===== src/rtl/otter_cu_fsm.sv =====
// Multicycle control unit for the Otter MCU.
// Sequences PC reset/load, instruction and data memory strobes, register-file
// and CSR writes, and interrupt entry. A bounded wait on mem_ready in FETCH and
// WB prevents a dead memory from hanging the core; that case, and an illegal
// opcode, park the unit in an absorbing FAULT state until reset.
module otter_cu_fsm #(
    parameter int INIT_CYCLES  = 2,
    parameter int WAIT_TIMEOUT = 15
) (
    input  logic       clk,
    input  logic       reset_n,
    input  logic [6:0] ir_opcode,
    input  logic [2:0] ir_func3,
    input  logic       intr,
    input  logic       mie,
    input  logic       mem_ready,
    output logic       pc_reset,
    output logic       pc_write,
    output logic       reg_write,
    output logic       mem_rden1,
    output logic       mem_rden2,
    output logic       mem_we2,
    output logic       csr_we,
    output logic       int_taken,
    output logic       fault,
    output logic [1:0] fault_code,
    output logic [2:0] fsm_state
);

    // Counter widths sized to hold the largest value each counter reaches.
    localparam int INIT_W = (INIT_CYCLES  > 1) ? $clog2(INIT_CYCLES)  : 1;
    localparam int WAIT_W = (WAIT_TIMEOUT > 1) ? $clog2(WAIT_TIMEOUT) : 1;

    localparam logic [INIT_W-1:0] INIT_LAST = INIT_W'(INIT_CYCLES - 1);
    localparam logic [WAIT_W-1:0] WAIT_LAST = WAIT_W'(WAIT_TIMEOUT - 1);

    // RV32I major opcodes recognised by the decoder.
    localparam logic [6:0] OPC_LOAD   = 7'b0000011;
    localparam logic [6:0] OPC_STORE  = 7'b0100011;
    localparam logic [6:0] OPC_BRANCH = 7'b1100011;
    localparam logic [6:0] OPC_LUI    = 7'b0110111;
    localparam logic [6:0] OPC_AUIPC  = 7'b0010111;
    localparam logic [6:0] OPC_JAL    = 7'b1101111;
    localparam logic [6:0] OPC_JALR   = 7'b1100111;
    localparam logic [6:0] OPC_OP     = 7'b0110011;
    localparam logic [6:0] OPC_OPIMM  = 7'b0010011;
    localparam logic [6:0] OPC_SYSTEM = 7'b1110011;

    localparam logic [1:0] FC_NONE    = 2'b00;
    localparam logic [1:0] FC_TIMEOUT = 2'b01;
    localparam logic [1:0] FC_ILLEGAL = 2'b10;

    // Encodings are visible on fsm_state for debug, so they are fixed.
    typedef enum logic [2:0] {
        S_INIT  = 3'd0,
        S_FETCH = 3'd1,
        S_EXEC  = 3'd2,
        S_WB    = 3'd3,
        S_INTR  = 3'd4,
        S_FAULT = 3'd5
    } state_e;

    state_e            state_q,      state_d;
    logic [INIT_W-1:0] init_cnt_q,   init_cnt_d;
    logic [WAIT_W-1:0] wait_cnt_q,   wait_cnt_d;
    logic [1:0]        fault_code_q, fault_code_d;

    // Where an instruction goes once it retires: interrupt entry wins if enabled.
    state_e boundary_next;
    assign boundary_next = (intr && mie) ? S_INTR : S_FETCH;

    // State, counters and fault code; reset returns to INIT and drops all pending work.
    always_ff @(posedge clk or negedge reset_n) begin
        if (!reset_n) begin
            state_q      <= S_INIT;
            init_cnt_q   <= '0;
            wait_cnt_q   <= '0;
            fault_code_q <= FC_NONE;
        end else begin
            state_q      <= state_d;
            init_cnt_q   <= init_cnt_d;
            wait_cnt_q   <= wait_cnt_d;
            fault_code_q <= fault_code_d;
        end
    end

    // Next-state decode and combinational strobes from current state and inputs.
    always_comb begin
        state_d      = state_q;
        init_cnt_d   = init_cnt_q;
        wait_cnt_d   = wait_cnt_q;
        fault_code_d = fault_code_q;
        pc_reset     = 1'b0;
        pc_write     = 1'b0;
        reg_write    = 1'b0;
        mem_rden1    = 1'b0;
        mem_rden2    = 1'b0;
        mem_we2      = 1'b0;
        csr_we       = 1'b0;
        int_taken    = 1'b0;

        unique case (state_q)
            S_INIT: begin
                pc_reset = 1'b1;
                if (init_cnt_q == INIT_LAST) begin
                    state_d = S_FETCH;
                end else begin
                    init_cnt_d = init_cnt_q + 1'b1;
                end
            end

            S_FETCH: begin
                mem_rden1 = 1'b1;
                // A ready in the last allowed cycle still counts as success.
                if (mem_ready) begin
                    state_d = S_EXEC;
                end else if (wait_cnt_q == WAIT_LAST) begin
                    state_d      = S_FAULT;
                    fault_code_d = FC_TIMEOUT;
                end else begin
                    wait_cnt_d = wait_cnt_q + 1'b1;
                end
            end

            S_EXEC: begin
                unique case (ir_opcode)
                    OPC_LOAD: begin
                        // PC advances only once the load data is written back.
                        mem_rden2 = 1'b1;
                        state_d   = S_WB;
                    end
                    OPC_STORE: begin
                        mem_we2  = 1'b1;
                        pc_write = 1'b1;
                        state_d  = boundary_next;
                    end
                    OPC_BRANCH: begin
                        pc_write = 1'b1;
                        state_d  = boundary_next;
                    end
                    OPC_LUI, OPC_AUIPC, OPC_JAL, OPC_JALR, OPC_OP, OPC_OPIMM: begin
                        reg_write = 1'b1;
                        pc_write  = 1'b1;
                        state_d   = boundary_next;
                    end
                    OPC_SYSTEM: begin
                        // func3 == 000 is mret: it only redirects the PC.
                        if (ir_func3 != 3'b000) begin
                            csr_we    = 1'b1;
                            reg_write = 1'b1;
                        end
                        pc_write = 1'b1;
                        state_d  = boundary_next;
                    end
                    default: begin
                        state_d      = S_FAULT;
                        fault_code_d = FC_ILLEGAL;
                    end
                endcase
            end

            S_WB: begin
                mem_rden2 = 1'b1;
                if (mem_ready) begin
                    reg_write = 1'b1;
                    pc_write  = 1'b1;
                    state_d   = boundary_next;
                end else if (wait_cnt_q == WAIT_LAST) begin
                    state_d      = S_FAULT;
                    fault_code_d = FC_TIMEOUT;
                end else begin
                    wait_cnt_d = wait_cnt_q + 1'b1;
                end
            end

            S_INTR: begin
                // PC loads mtvec this cycle; the CSR file saves context on int_taken.
                int_taken = 1'b1;
                pc_write  = 1'b1;
                state_d   = S_FETCH;
            end

            S_FAULT: begin
                state_d = S_FAULT;
            end

            default: begin
                state_d = S_FAULT;
            end
        endcase

        // Every fresh entry into a memory-wait state starts a new timeout window.
        if ((state_d != state_q) && ((state_d == S_FETCH) || (state_d == S_WB))) begin
            wait_cnt_d = '0;
        end
    end

    assign fault      = (state_q == S_FAULT);
    assign fault_code = fault_code_q;
    assign fsm_state  = state_q;

endmodule

===== config.mk =====
export PLATFORM = sky130hd
export DESIGN_NAME = otter_cu_fsm
export DESIGN_NICKNAME = d
export VERILOG_FILES = /design/src/rtl/otter_cu_fsm.sv
export SDC_FILE = /design/constraint.sdc
export NUM_CORES = 1
export LEC_CHECK = 0
export CORE_MARGIN = 3
export CORE_UTILIZATION = 45
export CTS_BUF_LIST = sky130_fd_sc_hd__clkbuf_4 sky130_fd_sc_hd__clkbuf_8
export DETAILED_ROUTE_END_ITERATION = 16
export GPL_TIMING_DRIVEN = 0
export PLACE_DENSITY = 0.9
export SETUP_SLACK_MARGIN = 0.3
export SLEW_MARGIN = 20
export SYNTH_ARGS = -nofsm -noshare
export SYNTH_HDL_FRONTEND = slang
export SYNTH_SLANG_ARGS = --single-unit

===== constraint.sdc =====
create_clock -name clk -period 2.36 [get_ports clk]
set_clock_uncertainty 0.2 [all_clocks]
set_input_delay 0.708 -clock clk [delete_from_list [all_inputs] [get_ports clk]]
set_output_delay 0.708 -clock clk [all_outputs]
set_load 0.005 [all_outputs]

==> summary.md, run 1 <==
| Metric | Value |
|---|---|
| Number of DRC markers in iteration 0 | `60` |
| I/O Pins | `29` |
| Crit-path cells | `buf_12 > nand4b_1 > buf_4 > nor2_4 > nor2_2 > o21a_1 > o21bai_1 > buf_2` |
| Setup Crit Path Kind | `in2out` |
| DR vias/cell | `6.44` |
| Nets | `164` |
| GRT Util Overall | `~30%` |
| Synth Flop Type | `dfrtp_1` |
| Port Buf Inserts | `28` |
| Initial core utilization | `49.8%` |
| CP max FO | `5` |
| Final period util | `113%` |
| Async SR Flop Fraction | `100%` |
| Share of Yosys cell area claimed by the top area cell type | `a little under a third` |
| Failing checks | `negative setup slack` |
| DP HPWL | `1.84 mm` |
| Netlist Area Pre-Place | `785 sq um` |
| Crit path launch type | `input pin` |
| Worst path top cell family by delay | `buffers and inverters` |
| H-tree levels | `1` |
| Syn nets | `110` |
| Antenna violations before repair | `0` |
| DRC Markers | `0` |
| CP endpoint kind | `primary output` |
| Num CTS Buffers | `3` |
| Cell taking the most area after synthesis | `dfrtp_1` |
| Post-synth cell types | `between 40 and 50` |
| Ranking of synthesized cells by area | `dfrtp_1 (32%), a21oi_1 (5.1%), nor2_1 (4.3%)` |
| First-pass GRT wire length | `between 4 and 5 mm` |
| Antenna cells | `0` |
| DR WL/cell | `22.5 um` |
| Crit path buf inv count | `3` |
| Slew Limit Fails | `0` |
| Die area | `2280 sq um` |
| Worst skew pair latency | `about 0.28 ns` |
| Remaining Overflow, GRT | `0` |
| Max Fclk | `373 MHz` |
| CTS Root Buffer Type | `clkbuf_4` |
| Pwr dens | `888 nW/um^2` |
| Synthesized flop and latch total | `10` |
| LEAKAGE | `0.652 nW` |
| RSZ-0062 raised after global routing | `yes` |
| Worst relative slew slack | `66.8%` |
| Final setup viols | `6` |
| Slowest cell on crit path | `nand4b_1` |
| Sum Neg Setup Slack | `-1.19 ns` |
| Rows | `14` |
| CTS tree | `done` |
| Min setup slack post-route | `-0.318 ns` |
| Largest net degree at the start of global routing | `11` |
| Sequential share of the synthesized area | `31.9%` |
| Max Cap Viol | `0` |
| Max Buffers Root-to-Sink | `2` |
| First drt pass iteration count | `4` |
| Cells after Synth | `93` |
| Worst vdd ir | `911 uV` |
| Clk pin slew, worst setup/hold paths | `0.08 ns` |
| Ratio of cells with drive above 1 in the final layout | `53.4%` |
| Die height | `47.8 um` |
| Routability cong. | `0.870` |
| Crit path DAT | `between 1.5 and 2 ns` |
| Status | `finished, violations left` |
| Via count | `1043` |
| Critical Path RT | `1.45 ns` |
| YS warnings | `0` |
| Tot Pwr | `around 1.3 mW` |
| Wirelength, routed | `about 3.6 mm` |
| Number of synthesized flops with an enable pin | `0` |
| Hold Vio Cnt, Final | `0` |
| DRT antenna net count | `0` |
| Number of global-route vias before repair | `between 900 and 1000` |
| # clock sinks | `10` |
| Chip width | `~48 um` |
| Minimum period implied by the final worst setup slack | `2.68 ns` |
| Synth-to-Final Area Change | `84.4%` |
| Worst Tran Pin Value | `0.496 ns` |
| Hold Path Class | `reg2reg` |
| Core area | `1580 sq um` |
| Worst path max stage delay | `0.20 ns` |
| Avg Inst Size Synth | `8.44 sq um` |
-- cell usage after synthesis, types with 2 or more instances --
library cell and instances:
xor2_1 2, nand2_1 8, nand2b_1 3, buf_2 2, ha_1 2, o21bai_1 2, o21ai_0 6, nor2_1 9
nand4_1 2, dfrtp_1 10, a21oi_1 8, inv_1 3, nor4_1 2, or2_2 2, nand3_1 2, nor3_1 3
-- path summary, 6_finish.rpt --
kind | start | endpoint | slack (ns) | cells after the start
hold / removal | init_cnt_q$_DFFE_PN0P_ | init_cnt_q$_DFFE_PN0P_ | 0.29 | 1
min in group asynchronous | reset_n | wait_cnt_q[2]$_DFFE_PN0P_ | 0.55 | 1
hold reg to reg | init_cnt_q$_DFFE_PN0P_ | init_cnt_q$_DFFE_PN0P_ | 0.29 | 1
setup reg to reg | fsm_state[2]$_DFF_PN0_ | wait_cnt_q[3]$_DFFE_PN0P_ | 0.22 | 8
setup / recovery | ir_opcode[4] | pc_write | -0.32 | 8
max in group asynchronous | reset_n | fsm_state[0]$_DFF_PN0_ | 1.05 | 1
-- flip-flops by register name (all words and copies together), names as in the netlist --
name	flops
fsm_state	3
fault_code	2
wait_cnt_q	4
init_cnt_q	1
-- per-layer routing --
metal | vias to the layer above | global-route usage [%] | share of wire, %
li1 | 449 | - | -
met1 | 494 | 31.3 | 39
met2 | 79 | 52.5 | 47
met3 | 21 | 7.52 | 9.7
met4 | 0 | 14.0 | 4.6
met5 | - | 0 | 0
-- cells in the final DEF (no fill, tap or decap), drive strengths merged, types with 3 or more instances in the layout --
cell	Yosys	layout
o21ai	6	6
buf	2	39
nor2	10	10
a21oi	8	8
clkbuf	1	5
nand2	8	8
nand2b	4	4
inv	3	3
nor3	3	3
dlygate4sd2	0	7
dfrtp	10	10
clkdlybuf4s50	0	3
-- power by group --
group / switching, mW / internal [mW]
registers: 0.0426 / 0.215
clock network: 0.0702 / 0.0939
logic: 0.443 / 0.419
-- final cells by class --
| class | count | area [sq um] |
|---|---|---|
| multi-input cells | 77 | 678 |
| repair buffers | 49 | 419 |
| flip-flops and latches | 10 | 251 |
| fillers | 61 | 130 |
| clock buffers | 4 | 36.3 |
| plain buffers | 3 | 30.0 |
| well taps | 16 | 20.0 |
| inverters | 3 | 11.3 |
-- logic make-up (layout without fill, tap and decap cells) --
| logic type | Yosys count | after routing | share of synthesized area (%) |
|---|---|---|---|
| buffers and inverters | 6 | 59 | 3.19 |
| AO/OA/AOI/OAI | 26 | 26 | 23.4 |
| multiplexers | 1 | 1 | 1.28 |
| adder cells (fa/ha/maj) | 2 | 2 | 3.19 |
| XOR/XNOR | 3 | 3 | 3.35 |
| flip-flops | 10 | 10 | 31.9 |
| AND/OR/NAND/NOR | 45 | 45 | 33.7 |
-- through the flow --
| step | cell area [sq um] | worst slack, ns | hold WS, ns | cells | util, % |
|---|---|---|---|---|---|
| 6_report | 1450 | -0.318 | 0.287 | 162 | 91.7 |
| 5_1_grt | 1450 | -0.397 | 0.306 | 162 | 91.7 |
| 4_1_cts | 1340 | -0.252 | 0.278 | 154 | 85.0 |
| 3_5_place_dp | 1160 | -1.15 | 0.264 | 137 | 73.6 |
| 3_3_place_gp | 1160 | -1.12 | 0.258 | 137 | 73.6 |
| 2_1_floorplan | 860 | 0.0448 | 0.212 | 93 | - |
-- timing repair --
| action | in CTS | in global routing |
|---|---|---|
| resized for setup | 100 | 21 |
| buffers inserted | 13 | 8 |
| setup endpoints to repair | 19 | 17 |
| pin swaps | 12 | 6 |
| hold buffers | 0 | 0 |
Note: power is estimated with default switching activity, not from simulation.
==> run 2: changes to the inputs <==
- TNS_END_PERCENT: unset -> 10
==> summary.md, run 2 (synthesis results as in run 1) <==
| Metric | Value |
|---|---|
| Min setup slack post-route | `-0.480 ns` |
| Setup Crit Path Kind | `in2out` |
| Most frequent cells in the layout | `buf_4 (21), buf_6 (13), dfrtp_1 (9)` |
| DRC Markers | `0` |
| Worst vdd ir | `825 uV` |
| Remaining Overflow, GRT | `0` |
| Final period util | `120%` |
| H-tree levels | `1` |
| I/O Pins | `29` |
| Routability cong. | `~0.85` |
| LEAKAGE | `0.679 nW` |
| Worst relative slew slack | `68.4%` |
| Final setup viols | `14` |
| Worst path top cell family by delay | `compound AO/OA/AOI/OAI gates` |
| Wirelength, routed | `about 4.4 mm` |
| CP endpoint kind | `primary output` |
| Clk pin slew, worst setup/hold paths | `0.07 ns` |
| Crit-path cells | `buf_6 > nand4b_1 > buf_4 > o21ai_0 > a21boi_0 > o21bai_1 > buf_2` |
| Synth-to-Final Area Change | `91.4%` |
| Nets | `between 150 and 200` |
| DP HPWL | `1.75 mm` |
| GRT Util Overall | `32.0%` |
| Worst skew pair latency | `0.27 ns` |
| First-pass GRT wire length | `5.04 mm` |
| CTS Root Buffer Type | `clkbuf_4` |
| Ratio of cells with drive above 1 in the final layout | `50.0%` |
| Sum Neg Setup Slack | `-3.52 ns` |
| DR WL/cell | `between 20 and 30 um` |
| Worst Tran Pin Value | `approximately 0.47 ns` |
| Hold Path End | `init_cnt_q$_DFFE_PN0P_` |
| Most common cell after layout, fill and taps aside | `buf_4` |
| Reg-to-reg endpoint | `wait_cnt_q[1]$_DFFE_PN0P_` |
| Hold Buf Count CTS | `0` |
| Port Buf Inserts | `28` |
| DR vias/cell | `6.85` |
| Num CTS Buffers | `3` |
| Pwr dens | `841 nW/um^2` |
| Max Buffers Root-to-Sink | `2` |
| Crit path buf inv count | `3` |
| Number of DRC markers in iteration 0 | `80` |
| Chip width | `approximately 48 um` |
| First drt pass iteration count | `4` |
| DRT antenna net count | `0` |
| FILL cells | `between 40 and 50` |
| # clock sinks | `10` |
| Largest net degree at the start of global routing | `11` |
| Minimum period implied by the final worst setup slack | `~2.8 ns` |
| Via count | `between 1000 and 1500` |
| Number of flip-flops in the largest register | `4` |
| Number of global-route vias before repair | `1095` |
| Hold Vio Cnt, Final | `0` |
| Pre-CTS WS | `-1.15 ns` |
| Reg with most FFs | `wait_cnt_q` |
| CTS tree | `done` |
| Worst Min Path Start | `init_cnt_q$_DFFE_PN0P_` |
| CP max FO | `5` |
| Die area | `about 2300 sq um` |
| RSZ-0062 raised after global routing | `yes` |
| Initial core utilization | `49.8%` |
| Critical Path RT | `1.45 ns` |
| Antenna violations before repair | `1` |
| Hold path depth | `1` |
| Reg2Reg Setup Slack | `roughly 0.26 ns` |
| Rows | `14` |
| Die height | `47.8 um` |
| Worst path max stage delay | `approximately 0.26 ns` |
| Status | `finished, violations left` |
| Slowest cell on crit path | `nand4b_1` |
| Max Fclk | `352 MHz` |
| Crit path launch type | `input pin` |
| Reg2Reg Depth | `6` |
| Max Cap Viol | `0` |
| Slew Limit Fails | `0` |
| Failing checks | `negative setup slack` |
| Hold Path Class | `reg2reg` |
| Core area | `between 1500 and 2000 sq um` |
| Reg2Reg Launch Point | `fsm_state[2]$_DFF_PN0_` |
| Crit path DAT | `1.93 ns` |
## run 2: cell types whose count changed in the layout (fill, tap and decap cells not counted), moves of 2 or more
cell	before	now
buf_2	9	6
nand2_2	0	2
buf_6	8	13
clkdlybuf4s50_1	3	7
a21oi_2	6	2
a21oi_1	2	6
buf_4	19	21
nor2_4	4	1
nor2_2	1	3
## run 2: repair_timing
action | CTS | global route
endpoints found under the setup margin | 19 | 18
setup buffers | 23 | 6
gates resized for setup | 87 | 15
cloned | 0 | 0
pin swaps | 15 | 9
## run 2: where the power goes
part,internal [mW],switching [mW]
Clock,0.0937,0.0608
Sequential,0.216,0.0527
Combinational,0.417,0.422
## run 2: how the worst max path moves through the flow
stage          slack (ns)        end                   start  cells past startpoint
3_5_place_dp        -1.15   pc_write            ir_opcode[4]                      7
4_1_cts             -0.26  reg_write  fsm_state[2]$_DFF_PN0_                      7
6_report            -0.48  reg_write            ir_opcode[4]                      7
5_1_grt             -0.53  reg_write            ir_opcode[4]                      7
3_3_place_gp        -1.10   pc_write            ir_opcode[4]                      7
2_1_floorplan        0.04   pc_write            ir_opcode[4]                      5
## run 2: per-stage QoR
stage          hold WS [ns]  instance area, sq um  total power, mW  utilization, %  instances
2_1_floorplan         0.212                   800            0.580               -         93
3_3_place_gp          0.254                  1100            0.807            69.8        137
3_5_place_dp          0.256                  1100            0.829            69.8        137
4_1_cts               0.272                  1410             1.08            89.1        164
5_1_grt               0.308                  1500             1.31            95.2        171
6_report              0.290                  1500             1.26            95.2        171
## run 2: area by class of cell
class                      instances  area (sq um)  share of cell area (%)
antenna                            1          2.50                   0.167
buffer                             3          30.0                    2.00
clock buffer                       4          36.3                    2.42
inverter                           3          11.3                   0.750
multi-input combinational         77           631                    42.0
sequential                        10           251                    16.7
tap                               16          20.0                    1.33
timing repair buffer              57           519                    34.6
## run 2: metal layers
metal | global-route usage, % | vias to the layer above | wire length [um]
li1 | - | 467 | -
met1 | 35.6 | 548 | 1530
met2 | 57.3 | 114 | 2070
met3 | 5.26 | 43 | 463
met4 | 17.2 | 0 | 324
met5 | 0 | - | 0
==> run 3: changes to the inputs <==
- CORE_ASPECT_RATIO: unset -> 1.1
==> summary.md, run 3 (synthesis results as in run 1) <==
| Metric | Value |
|---|---|
| Worst vdd ir | `667 uV` |
| Cell Area, Placed | `1100 sq um` |
| Largest net degree at the start of global routing | `11` |
| Slew Limit Fails | `0` |
| Antenna cells | `0` |
| Synth-to-Final Area Change | `75.1%` |
| Crit path DAT | `1.73 ns` |
| Failing checks | `negative setup slack` |
| CP endpoint kind | `primary output` |
| Crit path launch type | `register` |
| CP max FO | `3` |
| Port Buf Inserts | `28` |
| Die area | `about 2300 sq um` |
| I/O Pins | `29` |
| DP HPWL | `1.65 mm` |
| Hold Vio Cnt, Final | `0` |
| Final setup viols | `6` |
| Reg2Reg Launch Point | `fsm_state[2]$_DFF_PN0_` |
| Hold path depth | `1` |
| DP Cell Count | `138` |
| Ratio of cells with drive above 1 in the final layout | `47.6%` |
| Die height | `49.8 um` |
| Worst Tran Pin Value | `~0.45 ns` |
| Worst relative slew slack | `70.2%` |
| First drt pass iteration count | `4` |
| Final period util | `112%` |
| Utilization after layout | `85.1%` |
| Num CTS Buffers | `3` |
| Pwr dens | `838 nW/um^2` |
| DRC Markers | `0` |
| Core area | `1610 sq um` |
| Chip width | `45.8 um` |
| Routability cong. | `0.912` |
| LEAKAGE | `0.612 nW` |
| Clk pin slew, worst setup/hold paths | `0.07 ns` |
| # clock sinks | `10` |
| Setup Crit Path Kind | `reg2out` |
| GRT Util Overall | `27.0%` |
| DR WL/cell | `19.5 um` |
| CP Capture Point | `mem_we2` |
| Number of flip-flops in the largest register | `4` |
| CTS Root Buffer Type | `clkbuf_4` |
| Min setup slack post-route | `-0.274 ns` |
| Max Fclk | `380 MHz` |
| Reg2Reg Setup Slack | `about 0.28 ns` |
| Via count | `1004` |
| CTS tree | `done` |
| Antenna violations before repair | `0` |
| Hold WS | `0.285 ns` |
| Max Cap Viol | `0` |
| Critical Path RT | `around 1.5 ns` |
| DRT antenna net count | `0` |
| Reg2Reg Depth | `6` |
| Most frequent cells in the layout | `buf_4 (20), dfrtp_1 (9), buf_2 (8)` |
| Reg with most FFs | `wait_cnt_q` |
| Tot Pwr | `~1.2 mW` |
| Initial core utilization | `48.6%` |
| Rows | `15` |
| Number of DRC markers in iteration 0 | `25` |
| Minimum period implied by the final worst setup slack | `2.63 ns` |
| CP Launch Point | `fsm_state[2]$_DFF_PN0_` |
| Status | `finished, violations left` |
| Most common cell after layout, fill and taps aside | `buf_4` |
| Hold Path Class | `reg2reg` |
| Reg-to-reg endpoint | `wait_cnt_q[1]$_DFFE_PN0P_` |
| Nets | `163` |
| Max Buffers Root-to-Sink | `2` |
| Remaining Overflow, GRT | `0` |
| Wirelength, routed | `around 3.2 mm` |
| Worst skew pair latency | `roughly 0.27 ns` |
| Number of global-route vias before repair | `between 1000 and 1500` |
| Post-route cell area | `1370 sq um` |
| First-pass GRT wire length | `4.56 mm` |
| H-tree levels | `1` |
| Fin cells | `162` |
| DR vias/cell | `6.20` |
| Hold Buf Count CTS | `0` |
| RSZ-0062 raised after global routing | `yes` |
==> run 3: cell types whose count changed in the layout (fill, tap and decap cells not counted), sizes merged <==
cell           change
buf                -7
diode              -1
clkbuf             +1
clkdlybuf4s50      -4
clkdlybuf4s15      +1
==> run 3: worst min path at each step <==
stage | startpoint | to | slack [ns]
2_1_floorplan | reset_n | fault_code[0]$_DFFE_PN0P_ | 0.21
3_3_place_gp | init_cnt_q$_DFFE_PN0P_ | init_cnt_q$_DFFE_PN0P_ | 0.25
3_5_place_dp | init_cnt_q$_DFFE_PN0P_ | init_cnt_q$_DFFE_PN0P_ | 0.26
4_1_cts | init_cnt_q$_DFFE_PN0P_ | init_cnt_q$_DFFE_PN0P_ | 0.27
5_1_grt | init_cnt_q$_DFFE_PN0P_ | init_cnt_q$_DFFE_PN0P_ | 0.33
6_report | init_cnt_q$_DFFE_PN0P_ | init_cnt_q$_DFFE_PN0P_ | 0.28
==> run 3: per-stage QoR <==
stage	TNS [ns]	worst slack (ns)
floorplan	0	0.0448
global placement	-6.56	-1.10
detailed placement	-6.92	-1.13
CTS	-0.660	-0.204
global route	-1.48	-0.508
finish	-0.983	-0.274
==> run 3: metal layers <==
metal / GRT usage [%] / part of all wire [%]
met5: 0 / 0
met4: 13.7 / 4.1
met3: 5.11 / 6.5
met2: 51.9 / 53
met1: 24.9 / 36
==> run 3: timing repair <==
action | 4_1_cts | 5_1_grt
buffers inserted | 16 | 4
setup endpoints to repair | 20 | 18
resized for setup | 93 | 13
pin swaps | 16 | 12
endpoints found under the hold margin | 0 | 0
==> run 3: area by class of cell <==
class                      count  area (sq um)
tap                           17          21.3
sequential                    10           251
timing repair buffer          48           400
buffer                         3          36.3
inverter                       3          11.3
clock buffer                   4          36.3
fill                          75           240
multi-input combinational     77           617
==> run 3: power by group <==
group          internal (mW)  total [mW]  switching, mW
clock network         0.0937       0.153         0.0589
logic                  0.380       0.739          0.358
registers              0.216       0.260         0.0439
total                  0.690        1.15          0.461
==> run 3: worst max-delay path, cell delays in order, from the launching register on <==
cell,delay [ns]
dfrtp_1,0.39
buf_6,0.14
nor3b_4,0.21
nand2_2,0.10
buf_4,0.14
buf_4,0.12
nor4_2,0.18
buf_2,0.17
